## src/rtl/pwm_decoder.sv

```systemverilog
// pwm_decoder: recovers DATA_W-bit samples from a frame-based PWM stream.
// Frame length is 2**DATA_W clocks; high time in a frame is sample+1 clocks.
// Optional build macro PWM_DEC_AVG_EN: output is the rounded mean of the
// previous and current decoded frames (first frame after lock is passed raw).
//
// state | meaning
// ------+---------------------------------------------------------------
// HUNT  | not aligned; counters parked at 0, waiting for a rising edge
// TRACK | aligned; counting frame position and high cycles, emitting samples
module pwm_decoder #(
   parameter int DATA_W      = 8,
   parameter int SYNC_STAGES = 2
) (
   input  logic              clk,
   input  logic              n_rst,
   input  logic              pwm_in,
   output logic [DATA_W-1:0] sample_out,
   output logic              sample_valid,
   output logic              locked,
   output logic              sync_err
);

   typedef enum logic {HUNT = 1'b0, TRACK = 1'b1} state_t;

   localparam logic [DATA_W-1:0] FCNT_MAX = '1;
   localparam logic [DATA_W-1:0] FCNT_ONE = {{(DATA_W-1){1'b0}}, 1'b1};
   localparam logic [DATA_W:0]   HCNT_ONE = {{DATA_W{1'b0}}, 1'b1};

   state_t                  state_q, state_d;
   logic [SYNC_STAGES-1:0]  sync_q;
   logic                    s, s_d, rise;
   logic [DATA_W-1:0]       fcnt_q, fcnt_d;
   logic [DATA_W:0]         hcnt_q, hcnt_d;
   logic [DATA_W:0]         final_cnt;
   logic [DATA_W-1:0]       raw;
   logic [DATA_W-1:0]       out_d;
   logic                    load, err_d;

   assign s      = sync_q[SYNC_STAGES-1];
   assign rise   = s & ~s_d;
   assign locked = (state_q == TRACK);

   // Synchronizer chain plus one delay flop for edge detection.
   always_ff @(posedge clk or negedge n_rst) begin
      if (!n_rst) begin
         sync_q <= '0;
         s_d    <= 1'b0;
      end else begin
         sync_q <= {sync_q[SYNC_STAGES-2:0], pwm_in};
         s_d    <= s;
      end
   end

   // State and frame counters.
   always_ff @(posedge clk or negedge n_rst) begin
      if (!n_rst) begin
         state_q <= HUNT;
         fcnt_q  <= '0;
         hcnt_q  <= '0;
      end else begin
         state_q <= state_d;
         fcnt_q  <= fcnt_d;
         hcnt_q  <= hcnt_d;
      end
   end

   // Next-state: a rise anywhere but frame position 0 restarts the frame there;
   // an all-low frame means the stream is gone.
   always_comb begin
      state_d   = state_q;
      fcnt_d    = fcnt_q;
      hcnt_d    = hcnt_q;
      load      = 1'b0;
      err_d     = 1'b0;
      final_cnt = hcnt_q + {{DATA_W{1'b0}}, s};
      // final_cnt of 2**DATA_W wraps to the all-ones sample here.
      raw       = final_cnt[DATA_W-1:0] - FCNT_ONE;
      case (state_q)
         HUNT: begin
            fcnt_d = '0;
            hcnt_d = '0;
            if (rise) begin
               state_d = TRACK;
               fcnt_d  = FCNT_ONE;
               hcnt_d  = HCNT_ONE;
            end
         end
         TRACK: begin
            if (rise && (fcnt_q != '0)) begin
               err_d  = 1'b1;
               fcnt_d = FCNT_ONE;
               hcnt_d = HCNT_ONE;
            end else if (fcnt_q == FCNT_MAX) begin
               fcnt_d = '0;
               hcnt_d = '0;
               if (final_cnt == '0) begin
                  err_d   = 1'b1;
                  state_d = HUNT;
               end else begin
                  load = 1'b1;
               end
            end else begin
               fcnt_d = fcnt_q + FCNT_ONE;
               hcnt_d = final_cnt;
            end
         end
         default: state_d = HUNT;
      endcase
   end

`ifdef PWM_DEC_AVG_EN
   logic [DATA_W-1:0] prev_raw_q;
   logic              have_prev_q;
   logic [DATA_W:0]   avg_sum;

   // Rounded mean: (a+b+1)>>1 == ((a+b)>>1) + lsb(a+b), never overflows DATA_W.
   always_comb begin
      avg_sum = {1'b0, prev_raw_q} + {1'b0, raw};
      out_d   = raw;
      if (have_prev_q) out_d = avg_sum[DATA_W:1] + {{(DATA_W-1){1'b0}}, avg_sum[0]};
   end

   // Previous raw sample; forgotten whenever alignment is lost.
   always_ff @(posedge clk or negedge n_rst) begin
      if (!n_rst) begin
         prev_raw_q  <= '0;
         have_prev_q <= 1'b0;
      end else if (state_q == HUNT) begin
         prev_raw_q  <= '0;
         have_prev_q <= 1'b0;
      end else if (load) begin
         prev_raw_q  <= raw;
         have_prev_q <= 1'b1;
      end
   end
`else
   assign out_d = raw;
`endif

   // Registered outputs; sample_out holds between valid pulses.
   always_ff @(posedge clk or negedge n_rst) begin
      if (!n_rst) begin
         sample_out   <= '0;
         sample_valid <= 1'b0;
         sync_err     <= 1'b0;
      end else begin
         sample_valid <= load;
         sync_err     <= err_d;
         if (load) sample_out <= out_d;
      end
   end

endmodule

```

## config.mk

```make
export PLATFORM = sky130hd
export DESIGN_NAME = pwm_decoder
export DESIGN_NICKNAME = d
export VERILOG_FILES = /design/src/rtl/pwm_decoder.sv
export SDC_FILE = /design/constraint.sdc
export NUM_CORES = 1
export LEC_CHECK = 0
export CAP_MARGIN = 5
export CELL_PAD_IN_SITES_DETAIL_PLACEMENT = 1
export CELL_PAD_IN_SITES_GLOBAL_PLACEMENT = 2
export CORE_MARGIN = 2
export CORE_UTILIZATION = 35
export DETAILED_ROUTE_END_ITERATION = 6
export GPL_TIMING_DRIVEN = 0
export HOLD_SLACK_MARGIN = 0.1
export PLACE_DENSITY_LB_ADDON = 0.2
export SYNTH_ARGS = -nofsm -noshare
export SYNTH_HDL_FRONTEND = slang
export SYNTH_SLANG_ARGS = --single-unit
export TNS_END_PERCENT = 30
```

## constraint.sdc

```tcl
create_clock -name clk -period 4.8 [get_ports clk]
set_clock_uncertainty 0.15 [all_clocks]
set_input_delay 0.96 -clock clk [delete_from_list [all_inputs] [get_ports clk]]
set_output_delay 0.96 -clock clk [all_outputs]
set_load 0.02 [all_outputs]
```

==> reports/summary.txt, run 1 <==
Status - finished clean
Lkg Pwr - 0.825 nW
Net Sw Frac - 0.360
Combinational power share - 0.355
Hold endpoint - sync_q[1]
Largest net degree at the start of global routing - 32
Net switching power - 0.338 mW
Io pins - 14
Number of diodes - 0
Post-layout minimum cycle time - 3.16 ns
Core area - 4410 µm²
Fillers - 486
Syn_nets - 157
TritonCTS buffer count - 5
Final instance area - 1930 µm²
Hold_sp - sync_q[0]
Area growth from synthesis to layout - 19.0%
EDFF count, synth - 0
Flop pwr share - 0.358
Setup TNS - 0 ns
Max VDD drop - 0.229 mV
Initial Util - 0.368
Hold Crit Depth - 0
Most numerous cell in the Yosys netlist - dfrtp_1
Yosys reg bits - 31
Initial antenna violation count - 0
Worst skew pair latency - 0.28 ns
Share of layout cells above drive strength 1 - 0.166
Design Power - 0.940 mW
FF-to-FF End - sample_out[2]
R2R depth - 7
P_int - 0.602 mW
DRT Wirelength - 3.69 mm
Peak Freq - 317 MHz
Slew Viols, Final - 0
Startpoint Class - flip-flop
Synth unique cells - 40
Slowest cell on the critical path - o21ai_0
Clock sinks - 31
Max-cap viol count - 0
Mapped Avg Cell Area - 11.0 µm²
Setup Crit Path Kind - flip-flop to flip-flop
CTS clock-pin slew for the worst setup and hold paths - 0.06 ns
Port Buffers - 13
Drt via density - 5.38
Height of the chip - 72.1 µm
First-pass DRT Iterations - 4
Ys flop type - dfrtp_1
Die area - 5200 µm²
Critical Path Most Common Cell - ha_1
Hold Crit Class - flip-flop to flip-flop
DP Wirelength - 2.80 mm
Share of total power in the clock network - 0.286
RD Place Congestion - 0.828
CTS tree - built
Vias in the first global route - 1,262
Commonest cells in the netlist - 31 x dfrtp_1, 20 x nor2_1, 11 x xnor2_1
Synthesized cell area - 1620 µm²
Final setup viols - 0
CP required - 4.81 ns
Gr usage total - 0.161
Post-CTS sizing - 0
Synth area leaders - dfrtp_1 48%, xnor2_1 5.9%, ha_1 4.6%
Crit. End Element - flip-flop
Top-area cell type share of the netlist area - 0.478
Post-Place Worst Slack - 1.69 ns
Post-CTS setup buffers - 0
Post-synthesis cell type with the largest combined area - dfrtp_1
Post-synthesis sequential area ratio - 0.478
Hold Worst Slack - 0.213 ns
Via count - 1,189
DRC Markers - 0
Final hold vios - 0
Hold buffer count at CTS - 0
Crit share post-route - 0.658
Post-synth ARST share - 1.00
CTS H-tree lvls - 2
Register Area - 776 µm²
CP max FO - 9
Worst Tran Pin Value - 0.821 ns
Multi-input logic area - 792 µm²
Layout Nets - 177
Worst slew margin - 0.449
Worst r2r src - sync_q[1]
Slowest Stage Delay on Critical Path - 0.56 ns
Setup ws final - 1.64 ns
Die W - 72.1 µm
P per Cell Area - 487 nW/µm²
Post-Syn Instances - 148
Drt first-iter violations - 45
Antenna Nets Post-Route - 0
WL per Instance - 16.7 µm
Root buf cell - clkbuf_8
Critical Path AT - 3.17 ns
Max Root-Sink Buffers - 2
Dpl cell area - 1810 µm²
Gr ovfl total - 0
Reg-to-reg slack, setup - 1.64 ns
Unrepaired setup endpoints after global routing - false
# rows - 24
Warnings, synthesis - 0
CP Cell Sequence - ha_1 -> ha_1 -> xnor2_1 -> nand4b_1 -> o21ai_0 -> a31oi_4 -> mux2_2
Global-route wire length before repair - 6.39 mm
==> stage by stage <==
stage | utilization | instances
after CTS | 0.438 | 221
after detailed placement | 0.411 | 213
after global placement | 0.412 | 213
after floorplan | - | 148
final | 0.438 | 221
after global routing | 0.438 | 221
==> state kept, by name, indices dropped and copies added (netlist names) <==
signal        cells
sample_valid      1
sample_out        8
sync_q            2
sync_err          1
hcnt_q            9
fcnt_q            8
locked            1
s_d               1
==> per-layer routing <==
metal,share of wire,GRT usage,wire [µm]
met1,0.48,0.221,1780
met2,0.48,0.249,1760
met3,0.029,0.0375,108
met4,0.011,0.0566,39
met5,0,0,0
==> worst max-delay path, delay by kind of cell, from the launching register on <==
| family | cells | cell delay [ns] |
|---|---|---|
| AO/OA/AOI/OAI | 2 | 0.81 |
| XOR/XNOR | 1 | 0.54 |
| adder cells (fa/ha/maj) | 2 | 0.56 |
| flip-flops | 1 | 0.40 |
| multiplexers | 1 | 0.35 |
| AND/OR/NAND/NOR | 1 | 0.22 |
==> worst max-delay path by stage <==
stage,depth (start not counted),from,end
final,7,sync_q[1],sample_out[2]
after global placement,7,sync_q[1],sample_out[0]
after global routing,7,sync_q[1],sample_out[6]
after detailed placement,7,sync_q[1],sample_out[0]
after CTS,7,sync_q[1],sample_out[0]
after floorplan,7,sync_q[1],sample_out[0]
==> power by group through the flow <==
stage	clock network (mW)	logic [mW]	registers [mW]
2_1_floorplan	0	0.246	0.333
4_1_cts	0.275	0.341	0.337
3_5_place_dp	0	0.338	0.341
3_3_place_gp	0	0.323	0.339
5_1_grt	0.288	0.384	0.341
6_report	0.269	0.334	0.337
==> cell type report <==
type                    count  share of cell area
plain buffers               4              0.0136
clock buffers               6              0.0427
clock inverters             2              0.0181
inverters                   8              0.0155
multi-input cells         105               0.410
flip-flops and latches     31               0.402
well taps                  52              0.0337
repair buffers             13              0.0648
==> layout by cell type (no fill, tap or decap), types with 2 or more instances in the layout <==
cell,netlist,layout
a211oi_1,2,2
a21boi_0,2,2
a21oi_1,2,2
buf_2,3,4
clkbuf_8,0,6
clkdlybuf4s50_1,0,12
dfrtp_1,31,31
ha_1,6,6
inv_1,8,8
mux2_2,6,6
mux2i_1,2,2
nand2_1,5,5
nand3_1,7,7
nand4_1,3,3
nand4b_1,2,2
nor2_1,20,20
nor3_1,6,6
nor3b_1,3,3
o211ai_1,2,2
xnor2_1,11,11
xor2_1,6,6
==> cell families (layout without fill, tap and decap cells) <==
kind of cell / count (synthesis) / count (layout) / synth area share
multiplexers: 8 / 8 / 0.0539
flip-flops: 31 / 31 / 0.478
XOR/XNOR: 17 / 17 / 0.0917
buffers and inverters: 12 / 33 / 0.0347
AO/OA/AOI/OAI: 18 / 18 / 0.106
adder cells (fa/ha/maj): 6 / 6 / 0.0462
AND/OR/NAND/NOR: 56 / 56 / 0.190
Power figures use the tool's default switching activity.
==> inputs of run 2 (changes only) <==
CORE_UTILIZATION = 34   (was 35)
clock period = 2.7 ns   (was 4.8 ns; I/O delays follow)
==> run 2 against run 1 <==
Net effect: first-iteration DRC count is 33% higher; worst setup slack lost 1.6 ns; register-to-register slack lost 1.6 ns; combinational power up 93%; clock power up 80%; power rose by 84%; global-route usage fell by 0.71 points; hold slack got worse by 0.063 ns; flip-flop and latch count did not move; highest routed layer unchanged.
==> reports/summary.txt, run 2 (synthesis gave the netlist of run 1 again) <==
Core area - 4660 µm²
Critical Path AT - 2.65 ns
DP Wirelength - 2.60 mm
Die area - 5350 µm²
Root buf cell - clkbuf_8
CP max FO - 5
Unrepaired setup endpoints after global routing - true
Global-route wire length before repair - 6.13 mm
TritonCTS buffer count - 5
Gr ovfl total - 0
Final hold vios - 0
Io pins - 14
Max reg flops - 9
Post-Place Worst Slack - -0.308 ns
CP Cell Sequence - inv_1 -> ha_1 -> or4b_4 -> o41ai_4 -> nand3_4 -> a31oi_4 -> mux2_2
Worst skew pair latency - 0.29 ns
Number of diodes - 0
Slowest Stage Delay on Critical Path - 0.47 ns
Fin cells - 225
Met2 wire length - 1.81 mm
DR top layer - met4
Post-layout minimum cycle time - 2.62 ns
Height of the chip - 73.1 µm
Post-Route M1 WL - 1.86 mm
Largest net degree at the start of global routing - 32
First-pass DRT Iterations - 4
Crit. End Element - flip-flop
Drt via density - 5.27
Slowest cell on the critical path - or4b_4
P per Cell Area - 860 nW/µm²
Final setup viols - 0
Vias in the first global route - 1,160
Peak Freq - 381 MHz
Status - finished clean
# rows - 25
Lkg Pwr - 0.851 nW
Area growth from synthesis to layout - 24.0%
Most common cell after layout, fill and taps aside - dfrtp_1
Gr usage total - 0.154
Worst Tran Pin Value - 0.720 ns
CTS H-tree lvls - 2
WL per Instance - 17.1 µm
Slew Viols, Final - 0
Startpoint Class - flip-flop
CTS tree - built
DRT Wirelength - 3.84 mm
Post-Place Cells - 215
Worst slew margin - 0.520
Initial Util - 0.348
Share of layout cells above drive strength 1 - 0.211
Register Area - 776 µm²
Fillers - 497
DRC Markers - 0
Max Root-Sink Buffers - 2
RD Place Congestion - 0.800
Die W - 73.1 µm
Largest registers - hcnt_q x9, fcnt_q x8, sample_out x8
Final instance area - 2010 µm²
Setup ws final - 0.0777 ns
CTS clock-pin slew for the worst setup and hold paths - 0.07 ns
Clock sinks - 31
Max-cap viol count - 0
Max VDD drop - 0.328 mV
Drt first-iter violations - 60
Port Buffers - 13
Most frequent cells in the layout - 31 x dfrtp_1, 20 x nor2_1, 12 x clkdlybuf4s50_1, 8 x inv_1, 8 x xnor2_1
Crit share post-route - 0.971
Via count - 1,185
Biggest register - hcnt_q
Hold Crit Class - input pin to async pin
R2R depth - 7
Dpl cell area - 1820 µm²
Antenna Nets Post-Route - 0
Wire length on met3 - 101 µm
Layout Nets - 179
Hold Worst Slack - 0.149 ns
Initial antenna violation count - 0
CP required - 2.73 ns
Multi-input logic area - 863 µm²
Setup Crit Path Kind - flip-flop to flip-flop
-- run 2: cell types whose count changed in the layout (fill, tap and decap cells not counted), sizes merged --
| cell | previous run | this run |
|---|---|---|
| buf | 5 | 6 |
| a31oi | 2 | 3 |
-- run 2: power breakdown --
group / internal (mW) / total (mW) / leakage (nW) / switching (mW)
combinational: 0.265 / 0.644 / 0.382 / 0.379
sequential: 0.529 / 0.602 / 0.408 / 0.0728
clock: 0.298 / 0.484 / 0.0612 / 0.186
-- run 2: repair_timing --
action	in CTS	in global routing
setup endpoints to repair	10	10
buffers inserted	1	0
hold buffers	0	0
pin swaps	1	1
gates resized for setup	3	8
cloned	0	1
-- run 2: final timing paths --
path,from,endpoint,slack (ns)
setup / recovery,fcnt_q[0],sample_out[3],0.08
hold reg to reg,sync_q[0],sync_q[1],0.21
min in group clk,sync_q[0],sync_q[1],0.21
setup reg to reg,fcnt_q[0],sample_out[3],0.08
hold / removal,n_rst,hcnt_q[4],0.15
max in group asynchronous,n_rst,fcnt_q[4],1.79
-- run 2: area by class of cell --
type | instances | area share
Buffer | 4 | 0.0131
Clock buffer | 6 | 0.0410
Clock inverter | 2 | 0.0174
Inverter | 8 | 0.0149
Multi-Input combinational cell | 106 | 0.429
Sequential cell | 31 | 0.385
Tap cell | 54 | 0.0336
Timing Repair Buffer | 14 | 0.0659
-- run 2: worst max-delay path: cells and delay by family, from the launching register on --
family	cells	cell delay (ns)
buffers and inverters	1	0.11
adders and majority gates	1	0.15
AOI/OAI and AO/OA	2	0.66
and+or+nand+nor	2	0.65
muxes	1	0.37
DFF	1	0.43
-- run 2: per-stage QoR --
stage,util,setup TNS (ns),total power [mW]
after global placement,0.391,-2.31,1.17
after CTS,0.420,0,1.69
after floorplan,-,0,1.03
final,0.432,0,1.73
after detailed placement,0.390,-2.26,1.18
after global routing,0.432,-0.0822,1.84
-- run 2: per-layer routing --
metal | up-vias | global-route usage
met5 | - | 0
met4 | 0 | 0.0679
met3 | 7 | 0.0387
met2 | 12 | 0.228
met1 | 597 | 0.211
li1 | 569 | -
==> inputs of run 3 (changes only) <==
--- a/config.mk
+++ b/config.mk
@@ -7,8 +7,6 @@
 export LEC_CHECK = 0
 export CAP_MARGIN = 5
-export CELL_PAD_IN_SITES_DETAIL_PLACEMENT = 1
-export CELL_PAD_IN_SITES_GLOBAL_PLACEMENT = 2
 export CORE_MARGIN = 2
-export CORE_UTILIZATION = 34
+export CORE_UTILIZATION = 25
 export DETAILED_ROUTE_END_ITERATION = 6
 export GPL_TIMING_DRIVEN = 0
--- a/constraint.sdc
+++ b/constraint.sdc
@@ -3,3 +3,3 @@
 set_input_delay 0.54 -clock clk [delete_from_list [all_inputs] [get_ports clk]]
 set_output_delay 0.54 -clock clk [all_outputs]
-set_load 0.02 [all_outputs]
+set_load 0.01 [all_outputs]
==> run 3 against run 2 <==
Net effect: flip-flop and latch count unchanged; largest power group unchanged; design area increased by 2.6%; power decreased by 3.5%; cell count increased by 12%; highest routed layer unchanged; first-iteration DRC count decreased by 15%; sequential power about the same; critical endpoint is now sample_out[4].
==> reports/summary.txt, run 3 (synthesis gave the netlist of run 1 again) <==
Final hold vios - 0
Slowest Stage Delay on Critical Path - 0.39 ns
Gr usage total - 0.102
Startpoint Class - flip-flop
TritonCTS buffer count - 5
DP Wirelength - 2.30 mm
FF-to-FF End - sample_out[4]
Final setup viols - 0
WL per Instance - 13.6 µm
Worst skew pair latency - 0.29 ns
Die area - 7160 µm²
Drt via density - 4.65
Most frequent cells in the layout - 31 x dfrtp_1, 20 x nor2_1, 12 x clkdlybuf4s50_1, 8 x inv_1, 8 x xnor2_1
CTS clock-pin slew for the worst setup and hold paths - 0.07 ns
Initial antenna violation count - 0
Design Power - 1.67 mW
Share of layout cells above drive strength 1 - 0.229
Worst slew margin - 0.541
Reg-to-reg slack, setup - 0.08 ns
Max Root-Sink Buffers - 2
Clock sinks - 31
CTS tree - built
CP max FO - 5
Hold Crit Class - input pin to async pin
Fillers - 661
Final instance area - 2070 µm²
Gr ovfl total - 0
Post-Place Cells - 238
Fin cells - 252
Global-route wire length before repair - 5.69 mm
Unrepaired setup endpoints after global routing - true
Setup Crit Path Kind - flip-flop to flip-flop
Most common cell after layout, fill and taps aside - dfrtp_1
Antenna Nets Post-Route - 0
Height of the chip - 84.6 µm
Largest net degree at the start of global routing - 32
Lkg Pwr - 0.861 nW
Critical Path AT - 2.64 ns
Largest registers - hcnt_q x9, fcnt_q x8, sample_out x8
First-pass DRT Iterations - 4
Status - finished clean
Die W - 84.6 µm
Max VDD drop - 0.269 mV
Worst Tran Pin Value - 0.688 ns
Root buf cell - clkbuf_8
Worst r2r src - sync_q[1]
Crit. End Element - flip-flop
Slew Viols, Final - 0
Drt first-iter violations - 51
CP Cell Sequence - ha_2 -> ha_1 -> inv_1 -> ha_1 -> nor3b_1 -> o211ai_1 -> o21ai_4 -> a31oi_4 -> mux2_2
Slowest cell on the critical path - dfrtp_1
P per Cell Area - 808 nW/µm²
Critical Path Most Common Cell - ha_1
Hold buffer count at CTS - 0
Post-Place Worst Slack - -0.257 ns
DRT Wirelength - 3.42 mm
RD Place Congestion - 0.827
Max reg flops - 9
Dpl cell area - 1850 µm²
CP required - 2.72 ns
Via count - 1,171
DRC Markers - 0
R2R depth - 9
Biggest register - hcnt_q
Hold Worst Slack - 0.140 ns
Post-layout minimum cycle time - 2.62 ns
Vias in the first global route - 1,159
Initial Util - 0.257
Max-cap viol count - 0
Port Buffers - 13
Number of diodes - 0
Final Util - 0.327
Peak Freq - 381 MHz
Io pins - 14
Layout Nets - 183
CTS H-tree lvls - 2
# rows - 29
Core area - 6310 µm²
Crit share post-route - 0.971
Setup TNS - 0 ns
Setup ws final - 0.0782 ns
Area growth from synthesis to layout - 27.2%
-- run 3: changes by cell type in the layout (fill, tap and decap cells not counted) --
cell       change
buf_4          +4
nand3_2        +1
nand3_1        -1
mux2_2         -2
clkinv_2       -1
a2111oi_1      -1
mux2_4         +2
clkbuf_8       +1
clkbuf_1       +1
bufinv_16      -1
a2111oi_0      +1
-- run 3: worst max path at each step --
stage / startpoint / endpoint / slack, ns
after floorplan: sync_q[1] / sample_out[0] / 0.14
after global placement: sync_q[1] / sample_out[3] / -0.25
after detailed placement: sync_q[1] / sample_out[2] / -0.26
after CTS: sync_q[1] / sample_out[3] / 0.01
after global routing: sync_q[1] / sample_out[4] / -0.02
final: sync_q[1] / sample_out[4] / 0.08
-- run 3: layer usage --
| metal | up-vias | global-route usage | part of all wire |
|---|---|---|---|
| met5 | - | 0 | 0 |
| met4 | 0 | 0.0476 | 0.023 |
| met3 | 8 | 0.0295 | 0.030 |
| met2 | 18 | 0.150 | 0.46 |
| met1 | 567 | 0.139 | 0.49 |
| li1 | 578 | - | - |
-- run 3: what timing repair did --
action                                  CTS  global route
endpoints found under the hold margin     0             0
pin swaps                                 1             2
gates resized for setup                   3            10
cloned                                    0             1
buffers inserted                          1             4
endpoints found under the setup margin    9             9
-- run 3: power breakdown --
part | switching [mW] | total (mW) | internal (mW)
clock network | 0.173 | 0.405 | 0.232
registers | 0.0703 | 0.600 | 0.530
logic | 0.368 | 0.664 | 0.296
total | 0.611 | 1.67 | 1.06
-- run 3: layout make-up --
class	instances	area, µm²	area share
plain buffers	4	26.3	0.0127
clock buffers	8	100	0.0485
inverters	8	30.0	0.0145
multi-input cells	106	875	0.423
flip-flops and latches	31	776	0.376
well taps	77	96.3	0.0466
repair buffers	18	163	0.0787
-- run 3: worst max-delay path: cells and delay by family, from the launching register on --
kind                       cells  cell delay [ns]
AOI/OAI and AO/OA              3             0.68
adders and majority gates      3             0.70
buffers and inverters          1             0.07
DFF                            1             0.39
muxes                          1             0.38
and+or+nand+nor                1             0.14
